==> config.mk <==
export PLATFORM = sky130hd
export DESIGN_NAME = agc_loop_ctrl_flat
export DESIGN_NICKNAME = d
export VERILOG_FILES = /design/src/rtl/agc_pkg.sv /design/src/rtl/agc_loop_ctrl_if.sv /design/src/rtl/agc_win_counter.sv /design/src/rtl/agc_loop_ctrl.sv /design/src/flat_wrapper.sv
export SDC_FILE = /design/constraint.sdc
export NUM_CORES = 1
export LEC_CHECK = 0
export CORE_ASPECT_RATIO = 1.4
export CORE_MARGIN = 4
export CORE_UTILIZATION = 48
export CTS_CLUSTER_DIAMETER = 60
export DETAILED_ROUTE_END_ITERATION = 12
export PLACE_DENSITY_LB_ADDON = 0.2
export RECOVER_POWER = 50
export SYNTH_ARGS = -nofsm -noshare
export SYNTH_HDL_FRONTEND = slang
export SYNTH_HIERARCHICAL = 1
export SYNTH_SLANG_ARGS = --single-unit
==> constraint.sdc <==
create_clock -name clk -period 2.05 [get_ports clk]
set_clock_uncertainty 0.05 [all_clocks]
set_input_delay 0.41 -clock clk [delete_from_list [all_inputs] [get_ports clk]]
set_output_delay 0.41 -clock clk [all_outputs]
set_load 0.005 [all_outputs]
==> src/rtl/agc_pkg.sv <==
// rtl/agc_pkg.sv - shared types and default parameters for the AGC loop controller
// Purpose : state enumeration and default configuration constants.
// Ports   : none (package).
// Option  : AGC_TIMEOUT_EN enables the FAIL state in agc_loop_ctrl.
package agc_pkg;

  typedef enum logic [2:0] {
    ST_IDLE   = 3'd0,
    ST_DETECT = 3'd1,
    ST_ADJUST = 3'd2,
    ST_LOCKED = 3'd3,
    ST_FAIL   = 3'd4
  } agc_state_t;

  localparam int DEF_DET_W     = 4;
  localparam int DEF_ADJ_W     = 4;
  localparam int DEF_GAIN_W    = 6;
  localparam int DEF_GAIN_INIT = 32;
  localparam int DEF_STEP      = 1;
  localparam int DEF_LOCK_CNT  = 3;
  localparam int DEF_MAX_ADJ   = 15;

endpackage

==> src/rtl/agc_loop_ctrl_if.sv <==
// rtl/agc_loop_ctrl_if.sv - control/status bundle between an AGC loop controller and its user
// Purpose : groups level-detector inputs, control strobes and gain/status outputs.
// Signals : i_start, i_over, i_under, i_abort (into controller);
//           o_gain, o_detect_mode, o_adjust, o_up_dn, o_locked, o_sat, o_fail (out of controller).
// Modports: master = user side, slave = controller side.
interface agc_loop_ctrl_if #(
  parameter int GAIN_W = agc_pkg::DEF_GAIN_W
) ();

  logic              i_start;
  logic              i_over;
  logic              i_under;
  logic              i_abort;
  logic [GAIN_W-1:0] o_gain;
  logic              o_detect_mode;
  logic              o_adjust;
  logic              o_up_dn;
  logic              o_locked;
  logic              o_sat;
  logic              o_fail;

  modport master (
    output i_start, i_over, i_under, i_abort,
    input  o_gain, o_detect_mode, o_adjust, o_up_dn, o_locked, o_sat, o_fail
  );

  modport slave (
    input  i_start, i_over, i_under, i_abort,
    output o_gain, o_detect_mode, o_adjust, o_up_dn, o_locked, o_sat, o_fail
  );

endinterface

==> src/rtl/agc_win_counter.sv <==
// rtl/agc_win_counter.sv - clear/enable up-counter with terminal-count flag
// Purpose : times detect windows and adjust dwell (2^W cycles per wrap).
// Ports   : clk, i_rst (sync active-high), i_clr (sync clear, priority over enable),
//           i_en (count enable), o_tc (high on the enabled cycle where the count is all ones).
module agc_win_counter #(
  parameter int W = 4
) (
  input  logic clk,
  input  logic i_rst,
  input  logic i_clr,
  input  logic i_en,
  output logic o_tc
);

  logic [W-1:0] r_cnt;

  always_ff @(posedge clk) begin
    if (i_rst || i_clr) begin
      r_cnt <= '0;
    end else if (i_en) begin
      r_cnt <= r_cnt + 1'b1;
    end
  end

  assign o_tc = i_en && (r_cnt == {W{1'b1}});

endmodule

==> src/rtl/agc_loop_ctrl.sv <==
// rtl/agc_loop_ctrl.sv - automatic gain control acquisition/lock state machine
// Purpose : watches over/under threshold flags per detect window, steps the gain code
//           up or down with saturation, and declares lock after LOCK_CNT clean windows.
// Ports   : clk, RESET (sync active-high), bus (agc_loop_ctrl_if.slave):
//           i_start/i_over/i_under/i_abort in; o_gain/o_sat registered;
//           o_detect_mode/o_adjust/o_up_dn/o_locked/o_fail decoded from state.
// Option  : AGC_TIMEOUT_EN - count ADJUST entries and enter FAIL after MAX_ADJ of them.
module agc_loop_ctrl
  import agc_pkg::*;
#(
  parameter int DET_W     = DEF_DET_W,
  parameter int ADJ_W     = DEF_ADJ_W,
  parameter int GAIN_W    = DEF_GAIN_W,
  parameter int GAIN_INIT = DEF_GAIN_INIT,
  parameter int STEP      = DEF_STEP,
  parameter int LOCK_CNT  = DEF_LOCK_CNT,
  parameter int MAX_ADJ   = DEF_MAX_ADJ
) (
  input  logic            clk,
  input  logic            RESET,
  agc_loop_ctrl_if.slave  bus
);

  localparam int                LC_W   = $clog2(LOCK_CNT + 1);
  localparam logic [GAIN_W-1:0] STEP_G = GAIN_W'(STEP);
  localparam logic [GAIN_W-1:0] INIT_G = GAIN_W'(GAIN_INIT);

  agc_state_t        r_state, w_next;
  logic              r_over, r_under;
  logic [LC_W-1:0]   r_lock;
  logic [GAIN_W-1:0] r_gain;
  logic              r_sat;
  logic              r_dir;
  logic              r_adj_first;

  logic              w_ovr, w_und;
  logic              w_win_tc, w_adj_tc;
  logic              w_to_adj;
  logic              w_lock_inc;
  logic              w_enter_adj;
  logic [GAIN_W:0]   w_sum;
  logic [GAIN_W-1:0] w_gain_new;
  logic              w_clamp;

  // Window counter runs only in DETECT; leaving DETECT or a restart parks it at zero,
  // so every entry into DETECT starts a fresh window.
  agc_win_counter #(.W(DET_W)) u_win (
    .clk   (clk),
    .i_rst (RESET),
    .i_clr ((r_state != ST_DETECT) || bus.i_start),
    .i_en  (r_state == ST_DETECT),
    .o_tc  (w_win_tc)
  );

  agc_win_counter #(.W(ADJ_W)) u_dwell (
    .clk   (clk),
    .i_rst (RESET),
    .i_clr ((r_state != ST_ADJUST) || bus.i_start),
    .i_en  (r_state == ST_ADJUST),
    .o_tc  (w_adj_tc)
  );

  // Flags including the current cycle, so the last window cycle counts.
  assign w_ovr = r_over  | bus.i_over;
  assign w_und = r_under | bus.i_under;

`ifdef AGC_TIMEOUT_EN
  localparam int AC_W = $clog2(MAX_ADJ + 1);
  logic [AC_W-1:0] r_adj_n;
  logic            w_adj_limit;
  assign w_adj_limit = (r_adj_n == AC_W'(MAX_ADJ));

  always_ff @(posedge clk) begin
    if (RESET || bus.i_start) begin
      r_adj_n <= '0;
    end else if (w_enter_adj) begin
      r_adj_n <= r_adj_n + 1'b1;
    end
  end
`else
  logic w_adj_limit;
  logic w_unused_cfg;
  assign w_adj_limit  = 1'b0;
  assign w_unused_cfg = ^MAX_ADJ;
`endif

  always_comb begin
    w_next     = r_state;
    w_to_adj   = 1'b0;
    w_lock_inc = 1'b0;
    case (r_state)
      ST_IDLE: begin
        if (bus.i_start) w_next = ST_DETECT;
      end
      ST_DETECT: begin
        if (bus.i_abort) begin
          w_next = ST_LOCKED;
        end else if (bus.i_start) begin
          w_next = ST_DETECT;
        end else if (w_win_tc) begin
          if (w_ovr || w_und) begin
            w_to_adj = 1'b1;
          end else begin
            w_lock_inc = 1'b1;
            if ((int'(r_lock) + 1) >= LOCK_CNT) w_next = ST_LOCKED;
          end
        end
      end
      ST_ADJUST: begin
        if (bus.i_abort) begin
          w_next = ST_LOCKED;
        end else if (bus.i_start || w_adj_tc) begin
          w_next = ST_DETECT;
        end
      end
      ST_LOCKED: begin
        if (bus.i_start) w_next = ST_DETECT;
      end
      ST_FAIL: begin
        if (bus.i_start) w_next = ST_DETECT;
      end
      default: w_next = ST_IDLE;
    endcase
    if (w_to_adj) w_next = w_adj_limit ? ST_FAIL : ST_ADJUST;
  end

  assign w_enter_adj = (w_next == ST_ADJUST) && (r_state != ST_ADJUST);

  // Saturating step in the direction latched on ADJUST entry.
  always_comb begin
    w_sum      = {1'b0, r_gain} + {1'b0, STEP_G};
    w_gain_new = r_gain;
    w_clamp    = 1'b0;
    if (r_dir) begin
      if (w_sum[GAIN_W]) begin
        w_gain_new = {GAIN_W{1'b1}};
        w_clamp    = 1'b1;
      end else begin
        w_gain_new = w_sum[GAIN_W-1:0];
      end
    end else begin
      if (r_gain < STEP_G) begin
        w_gain_new = '0;
        w_clamp    = 1'b1;
      end else begin
        w_gain_new = r_gain - STEP_G;
      end
    end
  end

  always_ff @(posedge clk) begin
    if (RESET) begin
      r_state     <= ST_IDLE;
      r_over      <= 1'b0;
      r_under     <= 1'b0;
      r_lock      <= '0;
      r_gain      <= INIT_G;
      r_sat       <= 1'b0;
      r_dir       <= 1'b1;
      r_adj_first <= 1'b0;
    end else begin
      r_state     <= w_next;
      r_adj_first <= w_enter_adj;

      if ((r_state != ST_DETECT) || bus.i_start || w_win_tc) begin
        r_over  <= 1'b0;
        r_under <= 1'b0;
      end else begin
        r_over  <= w_ovr;
        r_under <= w_und;
      end

      if ((r_state == ST_IDLE) || bus.i_start || w_to_adj) begin
        r_lock <= '0;
      end else if (w_lock_inc) begin
        r_lock <= r_lock + 1'b1;
      end

      // Over wins when both flags were seen: step down.
      if (w_to_adj) r_dir <= ~w_ovr;

      if (bus.i_start) begin
        r_sat <= 1'b0;
      end else if ((r_state == ST_ADJUST) && r_adj_first && !bus.i_abort) begin
        r_gain <= w_gain_new;
        r_sat  <= w_clamp;
      end
    end
  end

  assign bus.o_gain        = r_gain;
  assign bus.o_sat         = r_sat;
  assign bus.o_detect_mode = (r_state == ST_DETECT);
  assign bus.o_adjust      = (r_state == ST_ADJUST);
  assign bus.o_up_dn       = (r_state == ST_ADJUST) ? r_dir : 1'b1;
  assign bus.o_locked      = (r_state == ST_LOCKED);
`ifdef AGC_TIMEOUT_EN
  assign bus.o_fail        = (r_state == ST_FAIL);
`else
  assign bus.o_fail        = 1'b0;
`endif

endmodule
==> src/flat_wrapper.sv <==
// flat-port wrapper written by rule: the top's interface ports become plain ports
module agc_loop_ctrl_flat import agc_pkg::*;
#(
  parameter int DET_W     = DEF_DET_W,
  parameter int ADJ_W     = DEF_ADJ_W,
  parameter int GAIN_W    = DEF_GAIN_W,
  parameter int GAIN_INIT = DEF_GAIN_INIT,
  parameter int STEP      = DEF_STEP,
  parameter int LOCK_CNT  = DEF_LOCK_CNT,
  parameter int MAX_ADJ   = DEF_MAX_ADJ
)
  (clk, RESET, bus_i_start, bus_i_over, bus_i_under, bus_i_abort, bus_o_gain, bus_o_detect_mode, bus_o_adjust, bus_o_up_dn, bus_o_locked, bus_o_sat, bus_o_fail);
  agc_loop_ctrl_if #(.GAIN_W(GAIN_W)) bus_i ();
  input  logic clk;
  input  logic RESET;
  input wire logic [$bits(bus_i.i_start)-1:0] bus_i_start;
  input wire logic [$bits(bus_i.i_over)-1:0] bus_i_over;
  input wire logic [$bits(bus_i.i_under)-1:0] bus_i_under;
  input wire logic [$bits(bus_i.i_abort)-1:0] bus_i_abort;
  output wire logic [$bits(bus_i.o_gain)-1:0] bus_o_gain;
  output wire logic [$bits(bus_i.o_detect_mode)-1:0] bus_o_detect_mode;
  output wire logic [$bits(bus_i.o_adjust)-1:0] bus_o_adjust;
  output wire logic [$bits(bus_i.o_up_dn)-1:0] bus_o_up_dn;
  output wire logic [$bits(bus_i.o_locked)-1:0] bus_o_locked;
  output wire logic [$bits(bus_i.o_sat)-1:0] bus_o_sat;
  output wire logic [$bits(bus_i.o_fail)-1:0] bus_o_fail;
  assign bus_i.i_start = bus_i_start;
  assign bus_i.i_over = bus_i_over;
  assign bus_i.i_under = bus_i_under;
  assign bus_i.i_abort = bus_i_abort;
  assign bus_o_gain = bus_i.o_gain;
  assign bus_o_detect_mode = bus_i.o_detect_mode;
  assign bus_o_adjust = bus_i.o_adjust;
  assign bus_o_up_dn = bus_i.o_up_dn;
  assign bus_o_locked = bus_i.o_locked;
  assign bus_o_sat = bus_i.o_sat;
  assign bus_o_fail = bus_i.o_fail;
  agc_loop_ctrl #(.DET_W(DET_W), .ADJ_W(ADJ_W), .GAIN_W(GAIN_W), .GAIN_INIT(GAIN_INIT), .STEP(STEP), .LOCK_CNT(LOCK_CNT), .MAX_ADJ(MAX_ADJ)) u_core (.clk(clk), .RESET(RESET), .bus(bus_i));
endmodule
==> summary.txt <==
==============================================================================
Syn nets                                                                   168
Deepest level of the CTS H-tree                                              1
Diodes inserted                                                              0
Data arrival, critical path                                            1.52 ns
Die Area                                                             3760 um^2
Avg Inst Size Synth                                                  8.71 um^2
Final WL                                                               3190 um
Endpoint of the lowest-slack register-to-register path            u_core/r_lock[0]
Cells after Synth                                                          156
Largest voltage drop on the vdd net                                   0.343 mV
Wirelength per Cell                                                    14.3 um
Core Util, Final                                                         0.632
I/O Pins                                                                    18
Most instantiated flip-flop cell in the synthesis netlist         sky130_fd_sc_hd__dfxtp_1
Peak clock frequency supported by timing                             0.505 GHz
Port-buffer cells                                                           16
Reported max-cap violation count                                             0
Crit-path slowest cell                                            sky130_fd_sc_hd__clkdlybuf4s50_1
Initial antenna violation count                                              0
HP Class                                                          flip-flop to flip-flop
Post-route minimum period                                              1.98 ns
Clock insertion delay at the later pin of the skew report              0.31 ns
Clock tree from TritonCTS                                                 done
Hold Violations, Final                                                       0
Area grow syn2layout                                                     24.2%
Clock-pin slew on the worst setup and hold paths                       0.13 ns
Total grt overflow                                                           0
Slack of the critical path                                           0.0693 ns
Count of pins over their slew limit                                          0
Post-layout net count                                                      200
Clock sink total                                                            24
Largest net degree at the start of global routing                           14
Power density over cell area                                       480 nW/um^2
Proportion of synthesized chip area in sequential cells                  0.354
Via Count                                                                 1300
Buffer type at the clock tree root                                sky130_fd_sc_hd__clkbuf_4
Worst Reg-to-Reg Cells                                                       7
Share of post-route cells with drive strength above 1                    0.166
WHS Endpoint                                                      u_core/r_under
Worst setup slack for register-to-register paths                       0.14 ns
TritonCTS buffer count                                                       3
Die X                                                                  53.0 um
GP Congestion                                                            0.921
Worst setup slack after placement                                   -0.0321 ns
Detailed Place HPWL                                                    2530 um
Total placed cells including tap cells                                     216
Antenna viol nets, final                                                     0
Static leakage power                                                  0.626 nW
Most common library cell in the layout ignoring fill and taps     sky130_fd_sc_hd__dfxtp_1
Height of the die                                                      71.0 um
Cell breakdown of the critical path                               and2b_2, and2_2, clkdlybuf4s50_1
Startpoint-to-endpoint class of the critical path                 flip-flop to primary output
Delay of the slowest cell on the worst path                            0.44 ns
Number of different library cells in the post-synthesis netlist             53
R2r startpoint                                                    u_core/r_state[1]
Required arrival time at the worst endpoint                            1.59 ns
Yosys reg bits                                                              24
Fraction of registers with async set or reset after synthesis                0
Rows                                                                        22
Iter 0 DRT Violations                                                       35
Worst relative slew slack                                                0.599
Count of unresolved DRC violations after routing                             0
Endpoint kind of the worst setup timing path                      primary output
Crit start category                                                  flip-flop
Highest-count cells in the layout ignoring fill and taps          sky130_fd_sc_hd__dfxtp_1, sky130_fd_sc_hd__nor2_1, sky130_fd_sc_hd__buf_4, sky130_fd_sc_hd__clkdlybuf4s50_1, sky130_fd_sc_hd__nor3_1
Maximum count of clock buffers along a single path                           2
Global-route wire length before repair                                 5420 um
Outcome                                                           complete, no violations
Number of enable-type register cells in the synthesized netlist              0
Largest fanout on the critical path                                          6
Netlist area before placement                                        1360 um^2
Finished Layout Cells                                                      223
RSZ-0062 raised after global routing                                     false
Starting Density                                                         0.509
Worst-Margin Slew                                                     0.597 ns
Final Cycle Share                                                        0.966
Placeable core region                                                2670 um^2
Average via count per standard cell                                       5.83
Overall global routing resource usage                                    0.185
Number of global-route vias before repair                                 1270
Number of setup violations in the final report                               0
YS warnings                                                                  6
Worst hold path depth                                                        2
DRT Pass-1 Iters                                                             4
Worst Hold Launch                                                 u_core/r_under
==============================================================================
## kinds of logic (layout without fill, tap and decap cells)
group,count (synthesis),count (layout),share of synthesized area
other cells,1,1,0.00276
mux,5,5,0.0387
buf+inv,11,42,0.0378
fa+ha+maj,6,6,0.0552
flops,24,24,0.354
simple gates,74,74,0.336
xor+xnor,2,2,0.0129
compound gates,33,33,0.163
## through the flow
step / hold slack, ns / TNS, ns / area, um^2 / power, W
2_1_floorplan: 0.399 / 0 / 1370 / 0.000524
3_5_place_dp: 0.418 / -0.0614 / 1640 / 0.000569
5_1_grt: 0.498 / 0 / 1690 / 0.000842
3_3_place_gp: 0.415 / 0 / 1640 / 0.000567
6_report: 0.432 / 0 / 1690 / 0.000809
4_1_cts: 0.436 / 0 / 1700 / 0.000817
## where the power goes
part	leakage (nW)	switching, W	internal [W]
combinational	0.411	0.0000416	0.0000441
clock	0.0210	0.000141	0.000108
sequential	0.195	0.00000477	0.000470
## layer usage
metal / GRT usage / wire length (um)
met1: 0.220 / 1290
met2: 0.327 / 1720
met3: 0.0189 / 121
met4: 0.0767 / 55
met5: 0 / 0
## area by class of cell
| type | count | area (um^2) |
|---|---|---|
| sequential | 24 | 484 |
| clock buffer | 4 | 36.3 |
| fill | 255 | 982 |
| timing repair buffer | 32 | 263 |
| multi-input combinational | 121 | 837 |
| inverter | 6 | 22.5 |
| tap | 36 | 45.0 |
## Yosys cell counts, types with 3 or more instances
cell / count / share of area
sky130_fd_sc_hd__a211oi_1: 4 / 0.022
sky130_fd_sc_hd__a21oi_1: 7 / 0.026
sky130_fd_sc_hd__dfxtp_1: 24 / 0.35
sky130_fd_sc_hd__ha_1: 6 / 0.055
sky130_fd_sc_hd__inv_1: 6 / 0.017
sky130_fd_sc_hd__mux2i_1: 3 / 0.022
sky130_fd_sc_hd__nand2_1: 7 / 0.019
sky130_fd_sc_hd__nand2b_1: 4 / 0.018
sky130_fd_sc_hd__nand3_1: 6 / 0.022
sky130_fd_sc_hd__nand3b_1: 3 / 0.017
sky130_fd_sc_hd__nand4_1: 4 / 0.018
sky130_fd_sc_hd__nor2_1: 15 / 0.041
sky130_fd_sc_hd__nor3_1: 9 / 0.033
sky130_fd_sc_hd__nor3b_1: 4 / 0.022
sky130_fd_sc_hd__o21ai_0: 6 / 0.022
sky130_fd_sc_hd__o21ai_1: 3 / 0.011
## critical path: cells and delay by family (launching register included)
| family | cells | cell delay [ns] |
|---|---|---|
| simple gates | 2 | 0.40 |
| flops | 1 | 0.39 |
| buf+inv | 1 | 0.44 |
## how the worst max path moves through the flow
stage / start / endpoint / slack (ns) / cells past startpoint
after floorplan: u_core/r_state[0] / u_core/r_lock[0] / 0.06 / 6
after global placement: bus_i_start / u_core/bus.o_gain[5] / 0.009 / 5
after detailed placement: bus_i_start / u_core/bus.o_gain[5] / -0.03 / 5
after CTS: u_core/r_state[1] / bus_o_adjust / 0.03 / 3
after global routing: u_core/r_state[2] / bus_o_locked / 0.01 / 3
final: u_core/r_state[1] / bus_o_locked / 0.07 / 3
## state kept, by name (all words and copies together), names as in the netlist
signal,flops
u_core/bus.o_gain,6
u_core/r_dir,1
u_core/r_adj_first,1
u_core/r_under,1
u_core/r_lock,2
u_core/r_over,1
u_core/r_state,3
u_core/u_win/r_cnt,4
u_core/bus.o_sat,1
u_core/u_dwell/r_cnt,4
## what timing repair did
item                       CTS  global route
setup endpoints to repair    3             3
pin swaps                    0             0
hold endpoints to repair     0             0
buffers inserted             2             1
resized for setup            6             2
hold buffers                 0             0
cloned                       0             0
Power figures use the tool's default switching activity.
